**config.mk**
```make
export PLATFORM = sky130hd
export DESIGN_NAME = pga_gain_driver
export DESIGN_NICKNAME = d
export VERILOG_FILES = /design/src/rtl/pga_pkg.sv /design/src/rtl/pga_spi_shifter.sv /design/src/rtl/pga_gain_driver.sv
export SDC_FILE = /design/constraint.sdc
export NUM_CORES = 1
export LEC_CHECK = 0
export ABC_AREA = 0
export BUFFER_PORTS_ARGS = -buffer_cell sky130_fd_sc_hd__buf_2
export CORE_ASPECT_RATIO = 1.75
export CORE_MARGIN = 5
export CORE_UTILIZATION = 61
export DETAILED_ROUTE_END_ITERATION = 8
export PLACE_DENSITY = 0.79
export SLEW_MARGIN = 0
export SYNTH_ARGS = -nofsm -noshare
export SYNTH_HDL_FRONTEND = slang
export SYNTH_HIERARCHICAL = 1
export SYNTH_SLANG_ARGS = --single-unit
export TNS_END_PERCENT = 30
```
**constraint.sdc**
```tcl
create_clock -name clk -period 3.1 [get_ports clk]
set_clock_uncertainty 0.15 [all_clocks]
set_input_delay 0.62 -clock clk [delete_from_list [all_inputs] [get_ports clk]]
set_output_delay 0.62 -clock clk [all_outputs]
set_load 0.005 [all_outputs]
```
**src/rtl/pga_pkg.sv**
```systemverilog
// PGA gain driver shared types: gain code, FSM states,
// SPI opcode and gain-to-PGA code lookup.
package pga_pkg;

  typedef logic [1:0] gain_t;

  typedef enum logic [2:0] {
    ST_IDLE,
    ST_LOAD,
    ST_SHIFT,
    ST_CS_HOLD,
    ST_SETTLE
  } state_t;

  localparam logic [7:0] PGA_WR_GAIN = 8'h41;

  function automatic logic [7:0] pga_code(input gain_t g);
    case (g)
      2'd0:    pga_code = 8'h00;
      2'd1:    pga_code = 8'h01;
      2'd2:    pga_code = 8'h03;
      default: pga_code = 8'h07;
    endcase
  endfunction

endpackage

```
**src/rtl/pga_spi_shifter.sv**
```systemverilog
// 16-bit SPI mode-0 serializer, MSB first, sclk half-period CLK_DIV.
// Ports: clk, rst, start/frame in; cs_n, sclk, mosi out; last_fall, done strobes.
module pga_spi_shifter #(
  parameter int CLK_DIV = 4
) (
  input  logic        clk,
  input  logic        rst,
  input  logic        start,
  input  logic [15:0] frame,
  output logic        cs_n,
  output logic        sclk,
  output logic        mosi,
  output logic        last_fall,
  output logic        done
);

  localparam logic [7:0] DIV_LAST = 8'(CLK_DIV - 1);

  logic        shifting;
  logic        holding;
  logic [7:0]  div_cnt;
  logic [3:0]  bit_cnt;
  logic [14:0] sh;
  logic        tick;

  assign tick = (div_cnt == DIV_LAST);
  // Strobes for the top FSM, aligned with the edge they describe
  assign last_fall = shifting && tick && sclk && (bit_cnt == 4'd15);
  assign done      = holding && tick;

  always_ff @(posedge clk or posedge rst) begin
    if (rst) begin
      shifting <= 1'b0;
      holding  <= 1'b0;
      cs_n     <= 1'b1;
      sclk     <= 1'b0;
      mosi     <= 1'b0;
      sh       <= '0;
      div_cnt  <= '0;
      bit_cnt  <= '0;
    end else if (start) begin
      shifting <= 1'b1;
      holding  <= 1'b0;
      cs_n     <= 1'b0;
      sclk     <= 1'b0;
      mosi     <= frame[15];
      sh       <= frame[14:0];
      div_cnt  <= '0;
      bit_cnt  <= '0;
    end else if (shifting) begin
      if (tick) begin
        div_cnt <= '0;
        if (!sclk) begin
          sclk <= 1'b1;
        end else begin
          sclk <= 1'b0;
          if (bit_cnt == 4'd15) begin
            shifting <= 1'b0;
            holding  <= 1'b1;
            mosi     <= 1'b0;
          end else begin
            bit_cnt <= bit_cnt + 4'd1;
            mosi    <= sh[14];
            sh      <= {sh[13:0], 1'b0};
          end
        end
      end else begin
        div_cnt <= div_cnt + 8'd1;
      end
    end else if (holding) begin
      if (tick) begin
        holding <= 1'b0;
        cs_n    <= 1'b1;
        div_cnt <= '0;
      end else begin
        div_cnt <= div_cnt + 8'd1;
      end
    end
  end

endmodule

```
**src/rtl/pga_gain_driver.sv**
```systemverilog
// PGA gain driver: sends gain_ctrl changes to the PGA over SPI, then settles.
// Ports: clk, rst, gain_ctrl in; pga_cs_n/sclk/mosi, busy, gain_applied, blank out.
// Macro PGA_BLANK_EN enables the blank output; otherwise blank is tied low.
module pga_gain_driver
  import pga_pkg::*;
#(
  parameter int CLK_DIV       = 4,
  parameter int SETTLE_CYCLES = 1000
) (
  input  logic       clk,
  input  logic       rst,
  input  logic [1:0] gain_ctrl,
  output logic       pga_cs_n,
  output logic       pga_sclk,
  output logic       pga_mosi,
  output logic       busy,
  output logic [1:0] gain_applied,
  output logic       blank
);

  localparam logic [15:0] SETTLE_LAST = 16'(SETTLE_CYCLES - 1);

  state_t      state;
  gain_t       cur_gain;
  logic        force_q;
  logic [15:0] settle_cnt;
  logic        start;
  logic        last_fall;
  logic        done;
  logic        want;
  logic        settle_term;
  logic [15:0] frame;

  assign want        = force_q || (gain_ctrl != gain_applied);
  assign settle_term = (state == ST_SETTLE) && (settle_cnt == SETTLE_LAST);
  assign start       = (state == ST_LOAD);
  // Built straight from gain_ctrl so the frame matches the code latched in LOAD
  assign frame       = {PGA_WR_GAIN, pga_code(gain_ctrl)};

  pga_spi_shifter #(
    .CLK_DIV(CLK_DIV)
  ) u_shifter (
    .clk      (clk),
    .rst      (rst),
    .start    (start),
    .frame    (frame),
    .cs_n     (pga_cs_n),
    .sclk     (pga_sclk),
    .mosi     (pga_mosi),
    .last_fall(last_fall),
    .done     (done)
  );

  always_ff @(posedge clk or posedge rst) begin
    if (rst) begin
      state        <= ST_IDLE;
      cur_gain     <= '0;
      force_q      <= 1'b1;
      settle_cnt   <= '0;
      busy         <= 1'b0;
      gain_applied <= '0;
    end else begin
      unique case (state)
        ST_IDLE: begin
          if (want) state <= ST_LOAD;
        end
        ST_LOAD: begin
          cur_gain <= gain_ctrl;
          force_q  <= 1'b0;
          busy     <= 1'b1;
          state    <= ST_SHIFT;
        end
        ST_SHIFT: begin
          if (last_fall) state <= ST_CS_HOLD;
        end
        ST_CS_HOLD: begin
          if (done) begin
            settle_cnt <= '0;
            state      <= ST_SETTLE;
          end
        end
        ST_SETTLE: begin
          if (settle_term) begin
            gain_applied <= cur_gain;
            busy         <= 1'b0;
            state        <= ST_IDLE;
          end else begin
            settle_cnt <= settle_cnt + 16'd1;
          end
        end
        default: state <= ST_IDLE;
      endcase
    end
  end

`ifdef PGA_BLANK_EN
  always_ff @(posedge clk or posedge rst) begin
    if (rst) begin
      blank <= 1'b1;
    end else if (state == ST_IDLE && want) begin
      blank <= 1'b1;
    end else if (settle_term) begin
      blank <= 1'b0;
    end
  end
`else
  assign blank = 1'b0;
`endif

endmodule

```
; ---- Word-level counts from Yosys, hierarchy flattened
; Cells that the tools add are included.
[word_totals]
register_bits = 57
latch_bits = 0
mem_bits_rw = 0
mem_bits_ro = 0
word_cells = 111
mem_count = 0
[classes]
addsub = 3
mul = 0
div_mod_pow = 0
n_lt_le_gt_ge = 0
n_eq_ne = 20
n_shift = 0
mux = 50
bitwise = 0
n_reduce_logical = 24
[op_table]
columns = cell, n
row1 = two-way mux 15 bit, 5
row2 = two-way mux 16 bit, 2
row3 = two-way mux 8 bit, 4
row4 = case mux 16 bit (2 select lines), 1
row5 = two-way mux 1 bit, 26
row6 = two-way mux 4 bit, 5
row7 = adder 16 x 1 -> 16 bit (second input constant), 1
row8 = == test 16 x 10 -> 1 bit (second input constant), 1
row9 = case mux 3 bit (5 select lines), 1
row10 = inequality test 2 bit (second input constant), 7
row11 = two-way mux 3 bit, 4
row12 = AND reduction 3 bit, 4
row13 = nonzero test 2 bit, 6
row14 = case mux 3 bit (3 select lines), 1
row15 = adder 8 x 1 -> 8 bit (second input constant), 1
row16 = == test 8 x 2 -> 1 bit (second input constant), 1
row17 = AND reduction 4 bit, 2
row18 = == test 3 x 2 -> 1 bit (second input constant), 2
row19 = inequality test 3 bit (second input constant), 2
row20 = AND reduction 2 bit, 3
row21 = logical AND 1 bit, 5
row22 = adder 4 x 1 -> 4 bit (second input constant), 1
row23 = == test 4 bit (second input constant), 1
row24 = == test 3 x 1 -> 1 bit (second input constant), 1
row25 = 10 further kinds, 10

; ---- Longest topological paths before layout
; Gate-level depths: netlist of the first run.
[depth]
depth_word = 6
ltp_mapped = 9
depth_no_buf = 9

; ---- Hierarchy
; Netlist of the first run, hierarchy kept.
[by_module_without_submodules]
columns = mod, instances, cells_each, area_per_inst_um2, seq_area_each_um2
row1 = pga_spi_shifter, 1, 163, 1516.5, 802.0
row2 = pga_gain_driver, 1, 141, 1368.8, 626.9

; ---- Worst setup path before layout of the first run
; OpenSTA, ideal clock, no wires.
[synth_path]
path_kind = register -> register
startpoint = reg u_shifter.div_cnt[0]
endpoint = reg settle_cnt[0]
setup_ns = 0.125
t_arrival_ns = 2.585
required_ns = 2.825
path_slack_ns = 0.240
stages_incl_launch_ff = 10
synth_period_minus_slack_ns = 2.860
path_cell_list = dfrtp_1 > ha_1 > or4b_4 > or2_2 > nor2_1 > nand3_1 > o21ai_0 > o41ai_4 > inv_4 > mux2_4
[synth_between]
elab_chain_cells = 4
[synth_rtl]
columns = item, line_no
row1 = start: declaration, pga_spi_shifter.sv:21  ; logic [7:0] div_cnt;
row2 = start signal: assignment, pga_spi_shifter.sv:68  ; div_cnt <= div_cnt + 8'd1;
row3 = start signal: assignment, pga_spi_shifter.sv:76  ; div_cnt <= div_cnt + 8'd1;
row4 = == test 8 x 2 -> 1 bit, pga_spi_shifter.sv:26  ; assign tick = (div_cnt == DIV_LAST);
row5 = logical AND 1 bit, pga_spi_shifter.sv:29  ; assign done = holding && tick;
row6 = net done, pga_gain_driver.sv:29  ; logic done;
row7 = inequality test 2 bit (no source line), -
row8 = AND reduction 3 bit (no source line), -
row9 = end signal: assignment, pga_gain_driver.sv:88  ; settle_cnt <= settle_cnt + 16'd1;
row10 = end: declaration, pga_gain_driver.sv:26  ; logic [15:0] settle_cnt;
; The timed path passes the listed nets, and every way through them passes these cells.
; A chain may end at the register's enable or synchronous reset.

; ---- Final worst setup path of the first run
; Ends and elaborated chain as after synthesis.

==> impl_metrics.toml, run 1 <==
[sta]
finalSetupTns_ns = 0
slew_viol_final = 0
setup_viol = 0
rsz0062_at_grt = "no"
slew_headroom_pct = 39.2
fmax_ghz = 0.346
fin_ws_ns = 0.208
hold_viol = 0
min_period_over_period_pct = 93.3
min_period_ns = 2.89
tightest_slew_ns = 0.911

[worst_setup_path]
crit_start = "u_shifter/div_cnt[0]$_DFFE_PP0P_"
slowest_stage = "or4b_4"
critPathCaptureType = "flip-flop"
path_max_fanout = 8
crit_buf_inv = 2
cp_data_arrival_time_ns = 2.97
r2r-start = "u_shifter/div_cnt[0]$_DFFE_PP0P_"
worstSetupStartpointType = "flip-flop"
required_ns = 3.17
critPathTopFamily = "simple AND/OR/NAND/NOR gates"
critical_path_class = "flip-flop to flip-flop"
crit_path_cell_trace = "ha_1, or4b_4, or2_2, nor2_1, nand3_1, o21ai_0, buf_4, o41ai_4, inv_4, mux2_4"
slowest_delay_ns = 0.52

[clock_network]
clockBufferDepth = 2
cts_tree = "done"
insertion_delay_ns = 0.34
clock_sinks = 57
numCtsBuffers = 9
root_buffer = "clkbuf_8"
post_cts_buffers = 0
cts-resized-gates = 0
ctsHoldBuffers = 0
clkSlewWorstSetupHoldPaths_ns = 0.06
htreeDepth = 3

[drt]
post_drt_wl_per_cell_um = 15.5
vias = 2307
first_iter_violations = 106
first_pass_iters = 4
routed_wl_um = 6010
final_antenna_net_count = 0
drc = 0
avgViaCountPerCell = 5.96

[synth]
syn_area_per_cell_um2 = 9.49
yosys_warnings = 6
yosys-top-cells-area = "dfrtp_1, nand2_1, nor2_1"
synth_seq_cells = 57
synth_ff_type = "dfrtp_1"
yosysSeqAreaShare_pct = 49.5
synth_common_cells = "dfrtp_1, nand2_1, nor2_1, a21oi_1, a31oi_1"
netlist_area_um2 = 2890
synth-edff-count = 0
synth_cell_types = 56
synth.most_common_cell = "dfrtp_1"
yosysTopAreaCellShare_pct = 47.7
synthCells = 304
async_flop_share_pct = 100
synth.largest_area_cell = "dfrtp_1"

[floorplan]
ioPinCount = 11
start_util_pct = 62.4
dieHeight_um = 101
fp.dieW_um = 62.0
dieArea_um2 = 6260
coreArea_um2 = 4620
rows = 33

[final_layout]
syn2layout_area_growth_pct = 13.5
drive_above_1_share_pct = 15.2
diodes = 0
fin_nets = 337
finalNonFillerCells = 387
utilization_pct = 70.8
final_area_um2 = 3280

[placed_design]
place_hpwl_um = 4170
postPlaceCellArea_um2 = 3030
place_ws_ns = 0.228
dp_cells = 371
portBuffers = 9
gp_congestion = 0.846

[flow_run]
maxCapViolations = 0

[power]
p_leak_nw = 1.46
power_density_nw_per_um2 = 702
ir_worst_vdd_mv = 0.697

[grt]
grt_max_degree = 33
grt_first_pass_wirelength_um = 10100
gr-total-overflow = 0
track_usage_pct = 22.0
antenna_found_initial = 0
grt_pass1_vias = 2274

[min_path]
hp-class = "input port to async pin"

[run_status]
outcome = "finished clean"
## metrics by stage
| stage | total power [mW] | hold slack [ns] |
|---|---|---|
| 6_report | 2.30 | 0.212 |
| 3_3_place_gp | 1.43 | 0.322 |
| 4_1_cts | 2.31 | 0.216 |
| 5_1_grt | 2.43 | 0.234 |
| 3_5_place_dp | 1.46 | 0.327 |
| 2_1_floorplan | 1.34 | 0.316 |
## tightest hold or removal path, delay by kind of cell
kind                   cells  cell delay [ns]
buffers and inverters      3             0.49
## cell type report
type / instances / area [um^2]
fillers: 355 / 1350
clock buffers: 10 / 138
flip-flops and latches: 57 / 1430
repair buffers: 17 / 105
inverters: 14 / 55.1
well taps: 52 / 65.1
multi-input cells: 231 / 1380
clock inverters: 6 / 105
## report_power, final
group	leakage (nW)	switching, mW	internal (mW)
Combinational	0.604	0.221	0.182
Sequential	0.726	0.133	0.918
Clock	0.126	0.294	0.551
Total	1.46	0.647	1.65
## placed cells by master, fill, tap and decap left out, types with 3 or more instances in the layout
cell / synthesis / routed
mux2_2: 4 / 4
a21oi_1: 19 / 19
nand3_1: 11 / 11
conb_1: 2 / 14
or2_2: 3 / 3
nand4_1: 5 / 5
clkbuf_8: 0 / 10
ha_1: 3 / 3
or3_1: 7 / 7
xor2_1: 3 / 3
a2bb2oi_1: 6 / 6
o21ai_0: 9 / 9
clkinv_2: 0 / 3
a31oi_1: 13 / 13
buf_2: 1 / 9
inv_1: 12 / 12
bufinv_16: 0 / 3
nor2_1: 27 / 27
dfrtp_1: 55 / 55
nor4_1: 4 / 4
nor3_1: 12 / 12
xnor2_1: 8 / 8
nand2_1: 42 / 42
buf_4: 1 / 8
## state kept, by name, indices dropped and copies added, names as in the netlist
signal              flops
settle_cnt             16
u_shifter/sh           15
u_shifter/div_cnt       8
u_shifter/bit_cnt       4
state                   3
cur_gain                2
gain_applied            2
busy                    1
force_q                 1
u_shifter/cs_n          1
u_shifter/holding       1
u_shifter/mosi          1
u_shifter/sclk          1
u_shifter/shifting      1
## logic make-up (layout without fill, tap and decap cells)
logic type | Yosys count | after routing | synth area share (%)
and+or+nand+nor | 130 | 130 | 22.6
AOI/OAI and AO/OA | 67 | 67 | 16.1
DFF | 57 | 57 | 49.5
buffers and inverters | 28 | 47 | 4.42
xor gates and xnor gates | 11 | 11 | 3.34
muxes | 6 | 6 | 2.43
adders and majority gates | 3 | 3 | 1.30
other | 2 | 14 | 0.260
## metal layers
metal	GRT usage (%)	vias up	part of all wire, %	routed length, um
li1	-	1125	-	-
met1	24.8	1122	40	2420
met2	36.1	45	55	3290
met3	5.64	15	2.9	174
met4	12.3	0	2.2	130
met5	0	-	0	0
## worst paths after layout
path,cells after the start,endpoint,slack [ns]
setup / recovery,10,settle_cnt[0]$_DFFE_PP0P_,0.21
hold / removal,3,u_shifter/div_cnt[5]$_DFFE_PP0P_,0.21
max in group asynchronous,2,settle_cnt[13]$_DFFE_PP0P_,1.91
hold reg to reg,1,force_q$_DFFE_PP1P_,0.34
min in group clk,1,force_q$_DFFE_PP1P_,0.34
setup reg to reg,10,settle_cnt[0]$_DFFE_PP0P_,0.21
Note: power is estimated with default switching activity, not from simulation.
==> run 2: changes to the inputs <==
--- a/config.mk
+++ b/config.mk
@@ -12,7 +12,8 @@
 export CORE_UTILIZATION = 61
 export DETAILED_ROUTE_END_ITERATION = 8
 export PLACE_DENSITY = 0.79
-export SLEW_MARGIN = 0
+export SETUP_SLACK_MARGIN = 0.5
+export SLEW_MARGIN = 20
 export SYNTH_ARGS = -nofsm -noshare
 export SYNTH_HDL_FRONTEND = slang
 export SYNTH_HIERARCHICAL = 1
==> impl_metrics.toml, run 2 (synthesis results as in run 1) <==
[clock_network]
clockBufferDepth = 2
clock_sinks = 57
root_buffer = "clkbuf_8"
numCtsBuffers = 9
clkSlewWorstSetupHoldPaths_ns = 0.06
cts_tree = "done"
insertion_delay_ns = 0.33
htreeDepth = 3

[floorplan]
ioPinCount = 11
rows = 33
dieHeight_um = 101
start_util_pct = 62.4
dieArea_um2 = 6260
coreArea_um2 = 4620
fp.dieW_um = 62.0

[worst_setup_path]
critPathCaptureType = "flip-flop"
cp_data_arrival_time_ns = 2.63
critical_path_class = "flip-flop to flip-flop"
worstSetupStartpointType = "flip-flop"
ff2ff_path_depth = 9
required_ns = 3.17
path_max_fanout = 7

[sta]
slew_viol_final = 0
rsz0062_at_grt = "yes"
tightest_slew_ns = 0.965
slew_headroom_pct = 35.6
min_period_ns = 2.57
hold_viol = 0
setup_viol = 0
min_period_over_period_pct = 82.8
finalSetupTns_ns = 0
fmax_ghz = 0.390

[drt]
first_iter_violations = 165
vias = 2313
post_drt_wl_per_cell_um = 15.9
drc = 0
first_pass_iters = 4
avgViaCountPerCell = 5.86
routed_wl_um = 6270
final_antenna_net_count = 0

[placed_design]
gp_congestion = 0.848
place_hpwl_um = 4320
portBuffers = 9
dp_cells = 370

[grt]
gr-total-overflow = 0
grt_first_pass_wirelength_um = 10700
grt_max_degree = 26
track_usage_pct = 23.1
antenna_found_initial = 0
grt_pass1_vias = 2362

[power]
seq_power_share_pct = 48.7
sw_frac_of_total_pct = 29.8
switchingPower_mw = 0.638
ir_worst_vdd_mv = 0.654
power_density_nw_per_um2 = 644
p_leak_nw = 1.48
intPower_mw = 1.51
power_frac_clock_pct = 30.3
combPwrFrac_pct = 21.0

[flow_run]
maxCapViolations = 0

[final_layout]
largest_reg_flops = 16
final_common_cell = "dfrtp_1"
largest-register = "settle_cnt"
diodes = 0
drive_above_1_share_pct = 18.1
finalNonFillerCells = 395
reg.largest.list = "settle_cnt (16), u_shifter/sh (15), u_shifter/div_cnt (8)"
fin_nets = 345
syn2layout_area_growth_pct = 15.3
mostFrequentLayoutCells = "dfrtp_1, nand2_1, nor2_1, a21oi_1, buf_4"

[run_status]
outcome = "finished clean"

[min_path]
hp-class = "input port to async pin"
-- run 2: through the flow --
step	instance area [um^2]	util [%]	setup slack [ns]	total power [mW]	hold WS [ns]
final	3330	71.9	0.534	2.14	0.204
after global routing	3330	71.9	0.440	2.28	0.249
after CTS	3290	71.2	0.516	2.15	0.213
after detailed placement	3040	65.7	0.334	1.47	0.337
after global placement	3040	65.7	0.394	1.43	0.322
after floorplan	2940	-	0.533	1.35	0.316
-- run 2: worst max-delay path, cell delays in order, from the launching register on --
cell and delay, ns:
dfrtp_1 0.36, ha_2 0.18, or4b_4 0.48, or2_4 0.27, nor2_4 0.10, nand3_2 0.12, o21ai_4 0.21, o41ai_4 0.17
inv_4 0.12, mux2_4 0.30
-- run 2: area by class of cell --
class / instances / area (um^2)
fillers: 350 / 1300
inverters: 14 / 55.1
well taps: 52 / 65.1
clock inverters: 2 / 10.0
flip-flops and latches: 57 / 1430
repair buffers: 25 / 178
clock buffers: 14 / 183
multi-input cells: 231 / 1410
-- run 2: power by group through the flow --
stage / Clock [mW] / Sequential (mW) / Combinational, mW
6_report: 0.649 / 1.04 / 0.451
3_5_place_dp: 0 / 1.05 / 0.412
2_1_floorplan: 0 / 1.02 / 0.326
4_1_cts: 0.669 / 1.04 / 0.438
3_3_place_gp: 0 / 1.05 / 0.388
5_1_grt: 0.705 / 1.07 / 0.515
-- run 2: layer usage --
layer  vias to the layer above  GRT usage (%)  wire length (um)
li1                       1138              -                 -
met1                      1095           26.3              2460
met2                        60           38.2              3380
met3                        20           4.62               218
met4                         0           13.4               211
met5                         -              0                 0
-- run 2: worst paths after layout --
check                                                  from                               end  slack [ns]
setup / recovery           u_shifter/div_cnt[1]$_DFFE_PP0P_         settle_cnt[0]$_DFFE_PP0P_        0.53
hold / removal                                          rst  u_shifter/div_cnt[5]$_DFFE_PP0P_        0.20
setup reg to reg           u_shifter/div_cnt[1]$_DFFE_PP0P_         settle_cnt[0]$_DFFE_PP0P_        0.53
hold reg to reg                         force_q$_DFFE_PP1P_               force_q$_DFFE_PP1P_        0.35
max in group asynchronous                               rst        settle_cnt[11]$_DFFE_PP0P_        1.85
min in group clk                        force_q$_DFFE_PP1P_               force_q$_DFFE_PP1P_        0.35
-- run 2: what timing repair did --
action / in CTS / in global routing
pin swaps: 2 / 4
cloned: 0 / 0
gates resized for setup: 0 / 3
hold endpoints to repair: 0 / 0
setup buffers: 7 / 2
hold buffers: 0 / 0
endpoints found under the setup margin: 7 / 9
